<file path="src/rtl/vending_controller.sv">
// Vending sequencer: coin edge detect, credit accumulate, dispense, then change/refund as 500/100 pulse train.
// Define VEND_TIMEOUT_EN to add an idle counter that auto-refunds after TIMEOUT_CYCLES in CREDIT.
module vending_controller #(
    parameter int CREDIT_W       = 12,
    parameter int PRICE_A        = 300,
    parameter int PRICE_B        = 700,
    parameter int MAX_CREDIT     = 1500,
    parameter int TIMEOUT_CYCLES = 1000
) (
    input  logic                clk,
    input  logic                reset,
    input  logic                coin_100,
    input  logic                coin_500,
    input  logic                sel_valid,
    input  logic                sel,
    input  logic                cancel,
    output logic [CREDIT_W-1:0] credit,
    output logic                coin_reject,
    output logic                insufficient,
    output logic                dispense,
    output logic                product_id,
    output logic                change_500,
    output logic                change_100,
    output logic                busy
);
    typedef enum logic [1:0] {IDLE, CREDIT, DISPENSE, CHANGE} state_t;

    localparam logic [CREDIT_W-1:0] PRICE_A_V  = CREDIT_W'(PRICE_A);
    localparam logic [CREDIT_W-1:0] PRICE_B_V  = CREDIT_W'(PRICE_B);
    localparam logic [CREDIT_W-1:0] COIN_100_V = CREDIT_W'(100);
    localparam logic [CREDIT_W-1:0] COIN_500_V = CREDIT_W'(500);
    localparam logic [CREDIT_W:0]   MAX_V      = (CREDIT_W+1)'(MAX_CREDIT);

    state_t              state, state_nxt;
    logic                phase, phase_nxt;
    logic                prev_100, prev_500;
    logic                edge_100, edge_500;
    logic                cancel_eff;
    logic [CREDIT_W-1:0] credit_nxt;
    logic [CREDIT_W-1:0] sel_price, disp_price;
    logic                reject_nxt, insuff_nxt, disp_nxt, c500_nxt, c100_nxt;

    logic [CREDIT_W:0]   sum_500, base_100, sum_100;
    logic                acc_500, acc_100, coin_rej;
    logic [CREDIT_W-1:0] coin_total;

    assign edge_100 = coin_100 & ~prev_100;
    assign edge_500 = coin_500 & ~prev_500;

`ifdef VEND_TIMEOUT_EN
    localparam int TW = $clog2(TIMEOUT_CYCLES + 1);
    localparam logic [TW-1:0] TMO_V = TW'(TIMEOUT_CYCLES);
    logic [TW-1:0] idle_cnt;

    always_ff @(posedge clk or negedge reset) begin
        if (!reset) begin
            idle_cnt <= '0;
        end else if (state != CREDIT || edge_100 || edge_500 || sel_valid) begin
            idle_cnt <= '0;
        end else if (idle_cnt != TMO_V) begin
            idle_cnt <= idle_cnt + 1'b1;
        end
    end

    assign cancel_eff = cancel | (idle_cnt == TMO_V);
`else
    assign cancel_eff = cancel;
`endif

    // 500 coin is judged first; the 100 coin sees the total including an accepted 500.
    always_comb begin
        sum_500    = {1'b0, credit} + {1'b0, COIN_500_V};
        acc_500    = edge_500 && (sum_500 <= MAX_V);
        base_100   = acc_500 ? sum_500 : {1'b0, credit};
        sum_100    = base_100 + {1'b0, COIN_100_V};
        acc_100    = edge_100 && (sum_100 <= MAX_V);
        coin_total = acc_100 ? sum_100[CREDIT_W-1:0] : base_100[CREDIT_W-1:0];
        coin_rej   = (edge_500 && !acc_500) || (edge_100 && !acc_100);
    end

    assign sel_price  = sel ? PRICE_B_V : PRICE_A_V;
    assign disp_price = product_id ? PRICE_B_V : PRICE_A_V;

    always_comb begin
        state_nxt  = state;
        credit_nxt = credit;
        phase_nxt  = 1'b0;
        reject_nxt = edge_100 | edge_500;
        insuff_nxt = 1'b0;
        disp_nxt   = 1'b0;
        c500_nxt   = 1'b0;
        c100_nxt   = 1'b0;
        case (state)
            IDLE: begin
                credit_nxt = coin_total;
                reject_nxt = coin_rej;
                if (acc_500 || acc_100) state_nxt = CREDIT;
            end
            CREDIT: begin
                if (cancel_eff) begin
                    state_nxt = CHANGE;
                end else if (sel_valid && credit >= sel_price) begin
                    state_nxt = DISPENSE;
                    disp_nxt  = 1'b1;
                end else begin
                    insuff_nxt = sel_valid;
                    credit_nxt = coin_total;
                    reject_nxt = coin_rej;
                end
            end
            DISPENSE: begin
                credit_nxt = credit - disp_price;
                state_nxt  = (credit == disp_price) ? IDLE : CHANGE;
            end
            CHANGE: begin
                // phase 0 emits a coin pulse, phase 1 is the low gap after it
                if (!phase) begin
                    if (credit >= COIN_500_V) begin
                        c500_nxt   = 1'b1;
                        credit_nxt = credit - COIN_500_V;
                    end else begin
                        c100_nxt   = 1'b1;
                        credit_nxt = credit - COIN_100_V;
                    end
                    if (credit_nxt == '0) state_nxt = IDLE;
                    else                  phase_nxt = 1'b1;
                end
            end
            default: state_nxt = IDLE;
        endcase
    end

    always_ff @(posedge clk or negedge reset) begin
        if (!reset) begin
            state        <= IDLE;
            credit       <= '0;
            phase        <= 1'b0;
            prev_100     <= 1'b0;
            prev_500     <= 1'b0;
            coin_reject  <= 1'b0;
            insufficient <= 1'b0;
            dispense     <= 1'b0;
            product_id   <= 1'b0;
            change_500   <= 1'b0;
            change_100   <= 1'b0;
        end else begin
            state        <= state_nxt;
            credit       <= credit_nxt;
            phase        <= phase_nxt;
            prev_100     <= coin_100;
            prev_500     <= coin_500;
            coin_reject  <= reject_nxt;
            insufficient <= insuff_nxt;
            dispense     <= disp_nxt;
            product_id   <= disp_nxt & sel;
            change_500   <= c500_nxt;
            change_100   <= c100_nxt;
        end
    end

    assign busy = (state == DISPENSE) || (state == CHANGE);

endmodule

</file>
<file path="config.mk">
export PLATFORM = sky130hd
export DESIGN_NAME = vending_controller
export DESIGN_NICKNAME = d
export VERILOG_FILES = /design/src/rtl/vending_controller.sv
export SDC_FILE = /design/constraint.sdc
export NUM_CORES = 1
export LEC_CHECK = 0
export ABC_CLOCK_PERIOD_IN_PS = 6200
export CAP_MARGIN = 20
export CORE_ASPECT_RATIO = 0.75
export CORE_MARGIN = 5
export CORE_UTILIZATION = 45
export CTS_CLUSTER_DIAMETER = 150
export DETAILED_ROUTE_END_ITERATION = 10
export HOLD_SLACK_MARGIN = 0.08
export PLACE_DENSITY = 0.64
export RECOVER_POWER = 25
export REMOVE_ABC_BUFFERS = 1
export SETUP_SLACK_MARGIN = 0.15
export SLEW_MARGIN = 15
export SYNTH_ARGS = -nofsm -noshare
export SYNTH_HDL_FRONTEND = slang
export SYNTH_SLANG_ARGS = --single-unit
</file>
<file path="constraint.sdc">
create_clock -name clk -period 6.2 [get_ports clk]
set_clock_uncertainty 0.2 [all_clocks]
set_input_delay 1.24 -clock clk [delete_from_list [all_inputs] [get_ports clk]]
set_output_delay 1.24 -clock clk [all_outputs]
set_load 0.01 [all_outputs]
</file>
==> results of run 1 <==
## worst min-delay path: cells and delay by family (launching register included)
kind / cells / cell delay [ns]
flops: 1 / 0.36
simple gates: 3 / 0.20
## cell usage in the layout, fill, tap and decap left out, types with 4 or more instances in the layout
cell,instances
nor2_1,28
dfrtp_1,21
and2_1,5
or4_1,11
clkdlybuf4s50_1,22
o31ai_1,6
o21ai_0,28
buf_4,11
nand2b_1,5
nand3_1,12
xnor2_1,18
nor3_1,21
or2_2,4
a211oi_1,5
nor4_1,4
o211ai_1,6
ha_1,15
inv_1,18
a21oi_1,34
nand2_1,33
o211a_1,4
nor2b_1,5
## power groups by stage
stage / Sequential (W) / Combinational (W) / Clock [W]
finish: 0.000296 / 0.00164 / 0.0000971
global route: 0.000306 / 0.00180 / 0.000107
CTS: 0.000292 / 0.00159 / 0.000103
detailed placement: 0.000294 / 0.00159 / 0
global placement: 0.000293 / 0.00158 / 0
floorplan: 0.000347 / 0.00103 / 0
## how the worst max path moves through the flow
stage               from         to  slack (ns)  depth (start not counted)
4_1_cts        credit[2]  credit[3]        0.38                         16
3_3_place_gp   credit[2]  credit[3]        0.53                         16
6_report       credit[2]  credit[3]        0.54                         16
3_5_place_dp   credit[2]  credit[3]        0.40                         16
2_1_floorplan  credit[2]  credit[3]        0.54                         17
5_1_grt        credit[2]  credit[3]        0.13                         18
## cells by family (layout without fill, tap and decap cells)
logic type,Yosys count,count (layout)
AO/OA/AOI/OAI,137,137
XOR/XNOR,21,21
adder cells (fa/ha/maj),16,16
buffers and inverters,45,58
flip-flops,21,21
multiplexers,4,4
other,1,2
AND/OR/NAND/NOR,143,143
## stage by stage
stage	cell area [µm²]	hold WS, ns	setup WS, ns
after floorplan	2765	0.3244	0.5366
after CTS	3218	0.3887	0.3844
after global routing	3236	0.4340	0.1312
final	3236	0.3977	0.5354
after global placement	3172	0.3792	0.5272
after detailed placement	3172	0.3736	0.3977
## per-layer routing
metal	routed length [µm]	vias to the layer above	global-route usage
met5	0	-	0
met4	61	0	0.01704
met3	974	6	0.04741
met2	4090	157	0.3690
met1	4687	1475	0.3865
li1	-	1480	-
## final cells by class
type	count	area [µm²]	area share
Multi-Input combinational cell	323	2181	0.6740
Sequential cell	21	525.5	0.1624
Timing Repair Buffer	34	306.5	0.09474
Tap cell	81	101.3	0.03132
Inverter	20	75.07	0.02320
Clock buffer	3	41.29	0.01276
Clock inverter	1	5.005	0.001547
## timing repair
item,CTS,global route
buffers inserted,0,1
gates resized for setup,0,2
setup endpoints to repair,0,6
==> impl_metrics.env, run 1 <==
export IMPL_worstMarginPinSlew_ns=1.260
export IMPL_cts_tree="built"
export IMPL_dp_cells=478
export IMPL_synth_compound_area_frac=0.3473
export IMPL_max_cap_violations=0
export IMPL_synth_top_family_by_area="compound AO/OA/AOI/OAI gates"
export IMPL_syn_area_mm2=0.002864
export IMPL_yosysWarnings=0
export IMPL_r2r_slack_ns=0.54
export IMPL_powerDensity_mw_per_mm2=629.5
export IMPL_drtAntennaViolNets=0
export IMPL_grt_antenna_before_repair=0
export IMPL_yosys_area_share_xor_xnor=0.06422
export IMPL_start_kind="flip-flop"
export IMPL_synth_most_common_cell="a21oi_1"
export IMPL_fin_nets=425
export IMPL_hp_class="reg -> reg"
export IMPL_end_kind="flip-flop"
export IMPL_hold_start="phase"
export IMPL_synth_mux_area_fraction=0.01442
export IMPL_largest_reg_flops=10
export IMPL_grt_max_degree=33
export IMPL_setup_viol=0
export IMPL_cts_root_buffer="clkbuf_8"
export IMPL_critPathBufInv=0
export IMPL_io_buffers=23
export IMPL_netlist_area_leader_share=0.1835
export IMPL_critPathSlowestCell="or4_4"
export IMPL_syn2layout_area_growth_pct=12.97
export IMPL_r2r_start="credit[2]"
export IMPL_fill_cells=628
export IMPL_synth_seq_cells=21
export IMPL_crit_chain="ha_1, or4_4, or4_4, a221oi_4, o211ai_4, nor2_4, o21ai_0, ha_1, o21ai_0, a31o_2, o311ai_2, or4_4, a41oi_2, o221ai_4, mux2_1, a221o_1"
export IMPL_clock_sinks=21
export IMPL_synth_common_cells="34 x a21oi_1, 33 x nand2_1, 28 x nor2_1, 28 x o21ai_0"
export IMPL_largest_register="credit"
export IMPL_drc_errors=0
export IMPL_holdPathStages=3
export IMPL_grt_usage=0.2489
export IMPL_crit_type="reg -> reg"
export IMPL_die_w_um=102.1
export IMPL_wl_per_cell_um=20.32
export IMPL_ys_seq_area_frac=0.1835
export IMPL_insertion_delay_ns=0.27
export IMPL_postLayoutCoreUtil=0.5172
export IMPL_async_reset_ff_frac=1.000
export IMPL_critical_path_max_stage_delay_ns=0.60
export IMPL_grt_pass1_vias=2861
export IMPL_cp_max_fo=18
export IMPL_hold_viol_final=0
export IMPL_syn_avg_cell_area_um2=7.381
export IMPL_power_total_w=0.002037
export IMPL_row_count=25
export IMPL_synthFlopType="dfrtp_1"
export IMPL_path_delay_family="compound AO/OA/AOI/OAI gates"
export IMPL_combPwrFrac=0.807
export IMPL_synthAdderAreaFrac=0.06903
export IMPL_synthSimpleGateAreaFrac=0.2582
export IMPL_place_gp_congestion=0.9648
export IMPL_drtIter0Drc=381
export IMPL_worst_endpoint_required_ns=6.17
export IMPL_grt_ovfl_total=0
export IMPL_via_per_inst=6.455
export IMPL_reg2reg_to="credit[3]"
export IMPL_clockPowerShare=0.048
export IMPL_reg_top3="credit: 10 flops, state: 2 flops"
export IMPL_drive_gt1_frac=0.08209
export IMPL_die_area_mm2=0.008077
export IMPL_synth_area_leaders="dfrtp_1 18%, ha_1 6.6%, a21oi_1 5.9%, xnor2_1 5.5%, o21ai_0 4.9%"
export IMPL_finalNonFillerCells=483
export IMPL_grt_pass1_wl_mm=15.88
export IMPL_num_io_pins=26
export IMPL_run_status="finished clean"
export IMPL_yosysTopAreaCell="dfrtp_1"
export IMPL_fin_crit_sh=0.9137
export IMPL_synthCells=388
export IMPL_grt_setup_unrepaired="no"
export IMPL_period_minus_slack_ns=5.665
export IMPL_hold_end="change_100"
export IMPL_synth_edf_count=0
export IMPL_firstDrtPassIters=5
export IMPL_relSlewSlack=0.1597
export IMPL_die_y_um=79.09
export IMPL_clk_pin_slew_ns=0.09
export IMPL_slew_viol_final=0
export IMPL_cts_hold_buf=0
export IMPL_via_count=3118
export IMPL_coreArea_mm2=0.006256
export IMPL_power_share_sequential=0.145
export IMPL_place_hpwl_mm=7.455
export IMPL_crit_arrival_ns=5.63
export IMPL_diodes=0
export IMPL_switching_share=0.5757
export IMPL_wl_mm=9.813
export IMPL_max_freq_mhz=176.5
export IMPL_crit_path_frequent_cell="or4_4"
export IMPL_fin_tns_setup_ns=0
export IMPL_cts_buffers=3
export IMPL_p_int_w=0.0008643
export IMPL_r2r_cells=16
export IMPL_h_tree_depth=1
export IMPL_leakagePower_nw=1.225
export IMPL_ys_types=72
export IMPL_initial_utilization=0.4578
export IMPL_clk_path_buf_depth=2
export IMPL_ir_drop_mv=0.2755
export IMPL_switchingPower_w=0.001173
Power figures use the tool's default switching activity.
==> run 2: changes to the inputs <==
- ABC_CLOCK_PERIOD_IN_PS: 6200 -> 6520
- clock period: 6.2 -> 6.52 ns (I/O delays scaled with it)
==> run 2 against run 1 <==
  * Wire length increased by 3.2%
  * Non-clock buffer count decreased by 2
  * Maximum frequency decreased by 4.5%
  * Highest routed layer unchanged
==> impl_metrics.env, run 2 (same netlist as run 1, synthesis figures left out) <==
export IMPL_cp_max_fo=18
export IMPL_hold_viol_final=0
export IMPL_io_buffers=23
export IMPL_end_kind="flip-flop"
export IMPL_cts_buffers=3
export IMPL_worst_endpoint_required_ns=6.48
export IMPL_via_per_inst=6.534
export IMPL_wl_mm=10.13
export IMPL_drtAntennaViolNets=0
export IMPL_via_count=3143
export IMPL_ir_drop_mv=0.2962
export IMPL_firstDrtPassIters=5
export IMPL_run_status="finished clean"
export IMPL_largest_register="credit"
export IMPL_worstMarginPinSlew_ns=1.255
export IMPL_period_minus_slack_ns=5.931
export IMPL_grt_max_degree=33
export IMPL_post_place_ws_ns=0.6739
export IMPL_wl_met2_mm=4.077
export IMPL_place_hpwl_mm=7.464
export IMPL_die_y_um=79.09
export IMPL_fin_tns_setup_ns=0
export IMPL_grt_usage=0.2561
export IMPL_critical_path_max_stage_delay_ns=0.54
export IMPL_crit_arrival_ns=5.89
export IMPL_leakagePower_nw=1.214
export IMPL_reg_top3="credit: 10 flops, state: 2 flops"
export IMPL_clock_sinks=21
export IMPL_wl_met3_mm=1.098
export IMPL_wl_per_cell_um=21.05
export IMPL_hp_class="reg -> reg"
export IMPL_grt_pass1_vias=2868
export IMPL_max_freq_mhz=168.6
export IMPL_drive_gt1_frac=0.08000
export IMPL_syn2layout_area_growth_pct=12.10
export IMPL_final_common_cell="a21oi_1"
export IMPL_relSlewSlack=0.1631
export IMPL_critPathBufInv=0
export IMPL_place_gp_congestion=0.9977
export IMPL_drc_errors=0
export IMPL_insertion_delay_ns=0.27
export IMPL_path_delay_family="compound AO/OA/AOI/OAI gates"
export IMPL_fin_crit_sh=0.9096
export IMPL_grt_antenna_before_repair=0
export IMPL_highest_layer="met4"
export IMPL_wl_met1_mm=4.795
export IMPL_crit_type="reg -> reg"
export IMPL_post_route_worst_setup_slack_ns=0.5891
export IMPL_max_cap_violations=0
export IMPL_grt_setup_unrepaired="no"
export IMPL_h_tree_depth=1
export IMPL_final_cell_mix="34 x a21oi_1, 33 x nand2_1, 28 x o21ai_0, 28 x nor2_1, 22 x clkdlybuf4s50_1"
export IMPL_num_io_pins=26
export IMPL_finalNonFillerCells=481
export IMPL_setup_viol=0
export IMPL_row_count=25
export IMPL_die_area_mm2=0.008077
export IMPL_clk_pin_slew_ns=0.09
export IMPL_post_cts_buffers=0
export IMPL_powerDensity_mw_per_mm2=606.4
export IMPL_coreArea_mm2=0.006256
export IMPL_die_w_um=102.1
export IMPL_fin_nets=423
export IMPL_diodes=0
export IMPL_dp_cells=477
export IMPL_start_kind="flip-flop"
export IMPL_slew_viol_final=0
export IMPL_cts_root_buffer="clkbuf_8"
export IMPL_grt_pass1_wl_mm=16.25
export IMPL_fill_cells=626
export IMPL_crit_chain="ha_1, or4_4, or4_4, a221oi_4, o211ai_4, nor2_2, o21ai_0, ha_1, xnor2_1, xnor2_1, a31oi_1, mux2i_1, o41a_1, a32oi_1, o221ai_2, mux2_1, a221o_1"
export IMPL_drtIter0Drc=520
export IMPL_power_total_w=0.001947
export IMPL_clk_path_buf_depth=2
export IMPL_grt_ovfl_total=0
export IMPL_initial_utilization=0.4578
export IMPL_largest_reg_flops=10
export IMPL_cts_tree="built"
export IMPL_critPathSlowestCell="or4_4"
run 2: cell types whose count changed in the layout (fill, tap and decap cells not counted), sizes merged:
cell / previous run / this run
buf: 11 / 9
run 2: path summary, 6_finish.rpt:
path | from | to | slack, ns | cells after the start
max in group asynchronous | reset | credit[8] | 4.30 | 1
min | phase | change_100 | 0.43 | 3
max reg2reg | credit[3] | credit[3] | 0.59 | 17
max | credit[3] | credit[3] | 0.59 | 17
min in group asynchronous | reset | change_500 | 1.08 | 1
min reg2reg | phase | change_100 | 0.43 | 3
run 2: final cells by class:
cell class / count / area, µm² / area share
well taps: 81 / 101.3 / 0.03157
flip-flops and latches: 21 / 525.5 / 0.1637
clock inverters: 1 / 5.005 / 0.001559
clock buffers: 3 / 41.29 / 0.01286
repair buffers: 32 / 291.5 / 0.09080
inverters: 20 / 75.07 / 0.02338
multi-input cells: 323 / 2171 / 0.6761
run 2: metrics by stage:
step | hold WS, ns | instance area (µm²) | utilization
global route | 0.4923 | 3211 | 0.5132
detailed placement | 0.4154 | 3164 | 0.5058
floorplan | 0.3244 | 2765 | -
finish | 0.4307 | 3211 | 0.5132
global placement | 0.3918 | 3164 | 0.5058
CTS | 0.4319 | 3211 | 0.5132
run 2: repair_timing:
item | CTS | global route
resized for setup | 0 | 1
setup endpoints to repair | 0 | 1
hold buffers | 0 | 0
run 2: where the power goes:
group	switching [W]	internal [W]	total, W	leakage [nW]
Clock	0.0000505	0.0000427	0.0000932	0.0255
Sequential	0.000126	0.000179	0.000305	0.261
Combinational	0.000961	0.000588	0.00155	0.928
run 2: layer usage:
layer,up-vias,track usage
li1,1480,-
met1,1452,0.4065
met2,194,0.3482
met3,17,0.06321
met4,0,0.03670
met5,-,0
run 2: worst reg2reg max path: stages (launching register included):
cell      delay [ns]
dfrtp_1         0.50
ha_1            0.25
or4_4           0.51
or4_4           0.54
a221oi_4        0.32
o211ai_4        0.20
nor2_2          0.35
o21ai_0         0.24
ha_1            0.30
xnor2_1         0.26
xnor2_1         0.11
a31oi_1         0.17
mux2i_1         0.10
o41a_1          0.45
a32oi_1         0.27
o221ai_2        0.34
mux2_1          0.41
a221o_1         0.30
